===== config.mk =====
export PLATFORM = sky130hd
export DESIGN_NAME = fetch_unit
export DESIGN_NICKNAME = d
export VERILOG_FILES = /design/src/rtl/fetch_pkg.sv /design/src/rtl/fetch_fifo.sv /design/src/rtl/fetch_unit.sv
export SDC_FILE = /design/constraint.sdc
export NUM_CORES = 1
export LEC_CHECK = 0
export BUFFER_PORTS_ARGS = -buffer_cell sky130_fd_sc_hd__buf_2
export CELL_PAD_IN_SITES_DETAIL_PLACEMENT = 0
export CELL_PAD_IN_SITES_GLOBAL_PLACEMENT = 2
export CORE_MARGIN = 2
export CORE_UTILIZATION = 38
export DETAILED_ROUTE_END_ITERATION = 10
export PLACE_DENSITY = 0.75
export SLEW_MARGIN = 25
export SYNTH_ARGS = -nofsm -noshare
export SYNTH_HDL_FRONTEND = slang
export SYNTH_SLANG_ARGS = --single-unit

===== constraint.sdc =====
create_clock -name clk -period 3 [get_ports clk]
set_input_delay 0.6 -clock clk [delete_from_list [all_inputs] [get_ports clk]]
set_output_delay 0.6 -clock clk [all_outputs]
set_load 0.05 [all_outputs]

===== src/rtl/fetch_pkg.sv =====
// Shared constants and the queue entry layout for the instruction fetch unit.
package fetch_pkg;

    localparam int unsigned XLEN_DEF    = 32;
    localparam int unsigned INSTR_BYTES = 4;

    typedef struct packed {
        logic [XLEN_DEF-1:0] pc;
        logic [XLEN_DEF-1:0] instr;
    } fetch_entry_t;

endpackage


===== src/rtl/fetch_fifo.sv =====
// Instruction queue: circular buffer with push/pop and a single-cycle flush.
module fetch_fifo
    import fetch_pkg::*;
#(
    parameter int unsigned DEPTH   = 4,
    parameter type         entry_t = fetch_entry_t
) (
    input  logic                         clk,
    input  logic                         rst_n,
    input  logic                         push_i,
    input  entry_t                       push_data_i,
    input  logic                         pop_i,
    input  logic                         flush_i,
    output entry_t                       head_o,
    output logic [$clog2(DEPTH+1)-1:0]   count_o
);

    localparam int unsigned PW = $clog2(DEPTH);
    localparam int unsigned CW = $clog2(DEPTH+1);

    entry_t          mem_q [DEPTH];
    logic [PW-1:0]   wptr_q, wptr_d;
    logic [PW-1:0]   rptr_q, rptr_d;
    logic [CW-1:0]   count_q, count_d;

    always_comb begin
        wptr_d  = wptr_q;
        rptr_d  = rptr_q;
        count_d = count_q;
        if (flush_i) begin
            wptr_d  = '0;
            rptr_d  = '0;
            count_d = '0;
        end else begin
            if (push_i) wptr_d = wptr_q + PW'(1);
            if (pop_i)  rptr_d = rptr_q + PW'(1);
            unique case ({push_i, pop_i})
                2'b10:   count_d = count_q + CW'(1);
                2'b01:   count_d = count_q - CW'(1);
                default: ;
            endcase
        end
    end

    always_ff @(posedge clk or negedge rst_n) begin
        if (!rst_n) begin
            wptr_q  <= '0;
            rptr_q  <= '0;
            count_q <= '0;
        end else begin
            wptr_q  <= wptr_d;
            rptr_q  <= rptr_d;
            count_q <= count_d;
        end
    end

    // Storage needs no reset: contents are only observable while count is non-zero.
    always_ff @(posedge clk) begin
        if (push_i && !flush_i) mem_q[wptr_q] <= push_data_i;
    end

    assign head_o  = mem_q[rptr_q];
    assign count_o = count_q;

endmodule


===== src/rtl/fetch_unit.sv =====
// Instruction fetch front end: credit-limited request issue, in-order response
// capture into a queue, and redirect handling that discards in-flight responses.
module fetch_unit
    import fetch_pkg::*;
#(
    parameter int unsigned       XLEN     = 32,
    parameter int unsigned       DEPTH    = 4,
    parameter logic [XLEN-1:0]   RESET_PC = '0
) (
    input  logic              clk,
    input  logic              rst_n,
    output logic              imem_req_valid,
    input  logic              imem_req_ready,
    output logic [XLEN-1:0]   imem_req_addr,
    input  logic              imem_rsp_valid,
    input  logic [XLEN-1:0]   imem_rsp_data,
    input  logic              redirect_valid,
    input  logic [XLEN-1:0]   redirect_pc,
    output logic              instr_valid,
    input  logic              instr_ready,
    output logic [XLEN-1:0]   instr_data,
    output logic [XLEN-1:0]   instr_pc
);

    localparam int unsigned     CW      = $clog2(DEPTH+1);
    localparam logic [CW:0]     DEPTH_C = (CW+1)'(DEPTH);
    localparam logic [XLEN-1:0] PC_INIT = {RESET_PC[XLEN-1:2], 2'b00};
    localparam logic [XLEN-1:0] STEP    = XLEN'(INSTR_BYTES);

    typedef struct packed {
        logic [XLEN-1:0] pc;
        logic [XLEN-1:0] instr;
    } entry_t;

    logic [XLEN-1:0] fetch_pc_q, fetch_pc_d;
    logic [XLEN-1:0] rsp_pc_q, rsp_pc_d;
    logic [CW-1:0]   out_q, out_d;
    logic [CW-1:0]   drop_q, drop_d;
    logic [CW-1:0]   q_count;
    entry_t          head;
    entry_t          push_entry;
    logic            push, pop, flush;
    logic            req_hs, rsp_ok;
    logic [XLEN-1:0] redirect_aligned;
    logic            unused_redirect_low;

    assign redirect_aligned    = {redirect_pc[XLEN-1:2], 2'b00};
    assign unused_redirect_low = ^redirect_pc[1:0];

    // A response with nothing outstanding is a protocol error and is ignored.
    assign rsp_ok = imem_rsp_valid && (out_q != '0);

    assign imem_req_valid = rst_n && !redirect_valid
                            && (({1'b0, q_count} + {1'b0, out_q}) < DEPTH_C);
    assign imem_req_addr  = fetch_pc_q;
    assign req_hs         = imem_req_valid && imem_req_ready;

    assign instr_valid = (q_count != '0);
    assign instr_data  = instr_valid ? head.instr : '0;
    assign instr_pc    = instr_valid ? head.pc    : '0;
    assign pop         = instr_valid && instr_ready && !redirect_valid;
    assign push_entry  = '{pc: rsp_pc_q, instr: imem_rsp_data};

    always_comb begin
        fetch_pc_d = fetch_pc_q;
        rsp_pc_d   = rsp_pc_q;
        drop_d     = drop_q;
        push       = 1'b0;
        flush      = 1'b0;
        out_d      = out_q + CW'(req_hs) - CW'(rsp_ok);
        if (redirect_valid) begin
            // Everything still in flight belongs to the old path, including drops already owed.
            flush      = 1'b1;
            fetch_pc_d = redirect_aligned;
            rsp_pc_d   = redirect_aligned;
            drop_d     = out_q - CW'(rsp_ok);
        end else begin
            if (req_hs) fetch_pc_d = fetch_pc_q + STEP;
            if (rsp_ok) begin
                if (drop_q != '0) begin
                    drop_d = drop_q - CW'(1);
                end else begin
                    push     = 1'b1;
                    rsp_pc_d = rsp_pc_q + STEP;
                end
            end
        end
    end

    always_ff @(posedge clk or negedge rst_n) begin
        if (!rst_n) begin
            fetch_pc_q <= PC_INIT;
            rsp_pc_q   <= PC_INIT;
            out_q      <= '0;
            drop_q     <= '0;
        end else begin
            fetch_pc_q <= fetch_pc_d;
            rsp_pc_q   <= rsp_pc_d;
            out_q      <= out_d;
            drop_q     <= drop_d;
        end
    end

    fetch_fifo #(
        .DEPTH   (DEPTH),
        .entry_t (entry_t)
    ) u_fifo (
        .clk         (clk),
        .rst_n       (rst_n),
        .push_i      (push),
        .push_data_i (push_entry),
        .pop_i       (pop),
        .flush_i     (flush),
        .head_o      (head),
        .count_o     (q_count)
    );

    assert property (@(posedge clk) disable iff (!rst_n) imem_rsp_valid |-> (out_q != '0));

endmodule


==> results.json <==
{
  "grt_pass1_vias": 8742,
  "fp.dieW_um": 196,
  "status": "completed",
  "worst-path-buf-inv": 2,
  "finalSetupViolations": 0,
  "p_per_area_nw_per_um2": 889,
  "cts_tree": "built",
  "synth.distinct_cells": 65,
  "synth_top_area_share_pct": 52.9,
  "synth_cells": 939,
  "clock_path_buffers": 3,
  "synth.area.top_cells": "edfxtp_1 (53%), dfrtp_1 (13%), mux4_2 (9.9%), and2_1 (3.0%), nand3_1 (1.5%)",
  "r2r_end": "out_q[2]",
  "cp-start-kind": "flop",
  "avgSynthCellArea_um2": 15.0,
  "die-area_um2": 38600,
  "wirelength_um": 33000,
  "fin_nets": 1207,
  "crit_type": "reg2out",
  "end_kind": "output pin",
  "antenna_cells": 0,
  "synth_edf_count": 248,
  "htree_levels": 2,
  "avgRoutedWirePerCell_um": 20.4,
  "ant_nets": 0,
  "io-pin-count": 168,
  "vias_per_cell": 5.39,
  "startpoint": "u_fifo.rptr_q[0]",
  "cpMaxStageDelayCell": "dfrtp_4",
  "final-instance-count-excl-fill": 1615,
  "gr-usage-all-layers_pct": 17.3,
  "gp_congestion": 0.797,
  "initial_utilization_pct": 38.5,
  "ys_seq_area_share_pct": 65.9,
  "fmax_mhz": 351,
  "insertion_delay_ns": 0.52,
  "worstPathMaxFanout": 25,
  "maxCapViolations": 0,
  "fin_worst_skew_ns": 0.0192,
  "min_period_ns": 2.85,
  "io_buffers": 161,
  "ctsRootBufferMaster": "clkbuf_16",
  "drv_slew": 0,
  "yosysWarnings": 0,
  "cp.depth": 4,
  "synth_top_cell_by_area": "edfxtp_1",
  "hp-class": "in2async",
  "final.period_utilization_pct": 94.9,
  "async_flop_share_pct": 22.7,
  "drt-initial-drc-count": 395,
  "cts_buffers": 35,
  "core_um2": 36500,
  "rrSetupSlack_ns": 0.29,
  "layout-drive-gt1-share_pct": 28.9,
  "crit_path_end": "instr_data[14]",
  "grt_max_degree": 64,
  "yosys_most_used_dff": "edfxtp_1",
  "drc": 0,
  "grt_first_pass_wirelength_um": 51400,
  "cp_slowest_stage_delay_ns": 0.54,
  "ys_ff_latch": 321,
  "timing.slew.headroom_pct": 53.8,
  "final_core_util_pct": 46.0,
  "cp_top_family": "flip-flops",
  "die_y_um": 196,
  "reg2reg_from": "out_q[2]",
  "path_cells": "buf_12 -> mux4_2 -> and2_1 -> buf_2",
  "netlist_area_um2": 14100,
  "dp_hpwl_um": 21700,
  "syn2layout_area_growth_pct": 19.5,
  "clk_pin_slew_worst_paths_ns": 0.06,
  "via_count": 8712,
  "worstMarginPinSlew_ns": 0.693,
  "antenna_found_initial": 0,
  "ir_worst_vdd_mv": 0.448,
  "p_leak_uw": 0.00601,
  "final.setup.tns_ns": 0,
  "first_pass_iters": 5,
  "ff2ff_path_depth": 10,
  "worstPathRequired_ns": 2.40,
  "hold_violations": 0,
  "critPathArrivalTime_ns": 2.25,
  "overflow": 0,
  "row_count": 70,
  "dp_cells": 1547,
  "numClockSinks": 321,
  "rsz0062_at_grt": "false"
}
[placed cells by master, fill, tap and decap left out, types with 7 or more instances in the layout]
cell       synthesis  routed
buf_2              9     160
nor4_1            11      11
o311ai_1           7       7
buf_12             0      11
o211ai_1           9       9
nor3_1            13      13
o21ai_0           17      17
nand4_1           17      17
dfrtp_1           73      71
ha_1              14      14
and4_1             7       7
edfxtp_1         248     248
and2_1            67      67
or4_1             27      27
clkbuf_1          41       7
clkinv_2           0       8
inv_1             21      21
a21oi_1           14      14
nand3_1           42      42
a31oi_1           23      23
or3_1             11      10
mux4_2            62      62
o31ai_1           19      19
clkbuf_16          0      37
nor2_1            28      28
and3_1            18      14
buf_4              4      27
nand2_1           54      54
xnor2_1            9       9
[power breakdown]
group	internal (µW)	leakage, µW	switching, µW
Clock	2620	0.000571	1690
Combinational	1660	0.00233	3510
Sequential	5110	0.00310	349
[routing by layer]
metal	up-vias	GRT usage [%]	wire, µm
li1	4064	-	-
met1	4357	24.5	15500
met2	243	27.6	15100
met3	48	2.96	1620
met4	0	4.97	764
met5	-	0	0
[cell families after synthesis]
group / count (synthesis) / synth area share, %
AND/OR/NAND/NOR: 319 / 12.9
multiplexers: 67 / 10.3
flip-flops: 321 / 65.9
AO/OA/AOI/OAI: 120 / 5.97
adder cells (fa/ha/maj): 16 / 1.53
other: 1 / 0.0267
buffers and inverters: 80 / 2.37
XOR/XNOR: 15 / 0.934
[flip-flops by register name, summed over array words and instances (netlist names)]
name            count
u_fifo.mem_q      248
imem_req_addr      30
rsp_pc_q           30
drop_q              3
out_q               3
u_fifo.count_o      3
u_fifo.rptr_q       2
u_fifo.wptr_q       2
[cells in the mapped netlist (all sizes together), types with 3 or more instances]
master	instances
or2	3
nand2b	3
a21oi	14
and2	67
nand4	18
a211oi	4
nor4	11
nand3	43
o31ai	20
mux4	62
and3	18
or3	11
dfrtp	73
a221o	3
nor2b	4
clkbuf	41
o211ai	9
nand2	54
mux2i	3
buf	16
a31oi	23
nor2	28
xor2	6
o21ai	17
inv	23
edfxtp	248
o311ai	12
and4	7
ha	14
xnor2	9
nor3	13
or4	28
a22oi	3
[through the flow]
step	setup WS (ns)	area (µm²)	hold slack, ns	power [µW]
global placement	0.333	15600	0.543	10700
finish	0.153	16800	0.155	14900
global route	0.0399	16800	0.166	15700
CTS	0.00491	16800	0.147	15100
detailed placement	0.304	15600	0.559	10800
floorplan	0.0171	14100	0.304	9360
[final cells by class]
cell class | count | area, µm²
clock inverters | 18 | 188
clock buffers | 45 | 966
repair buffers | 199 | 1230
inverters | 23 | 86.3
multi-input cells | 541 | 4480
flip-flops and latches | 321 | 9280
well taps | 468 | 586
fillers | 3228 | 19700
[worst min-delay path by stage]
| stage | startpoint | end | slack (ns) |
|---|---|---|---|
| final | rst_n | rsp_pc_q[20] | 0.15 |
| after global routing | rst_n | imem_req_addr[25] | 0.17 |
| after CTS | rst_n | rsp_pc_q[20] | 0.15 |
| after detailed placement | imem_req_addr[27] | imem_req_addr[27] | 0.56 |
| after global placement | rsp_pc_q[31] | u_fifo.mem_q[2][63] | 0.54 |
| after floorplan | rst_n | drop_q[0] | 0.30 |
[repair_timing]
item,4_1_cts,5_1_grt
gates resized for setup,0,1
buffers inserted,0,5
hold buffers,0,0
setup endpoints to repair,0,51
Note: power is estimated with default switching activity, not from simulation.
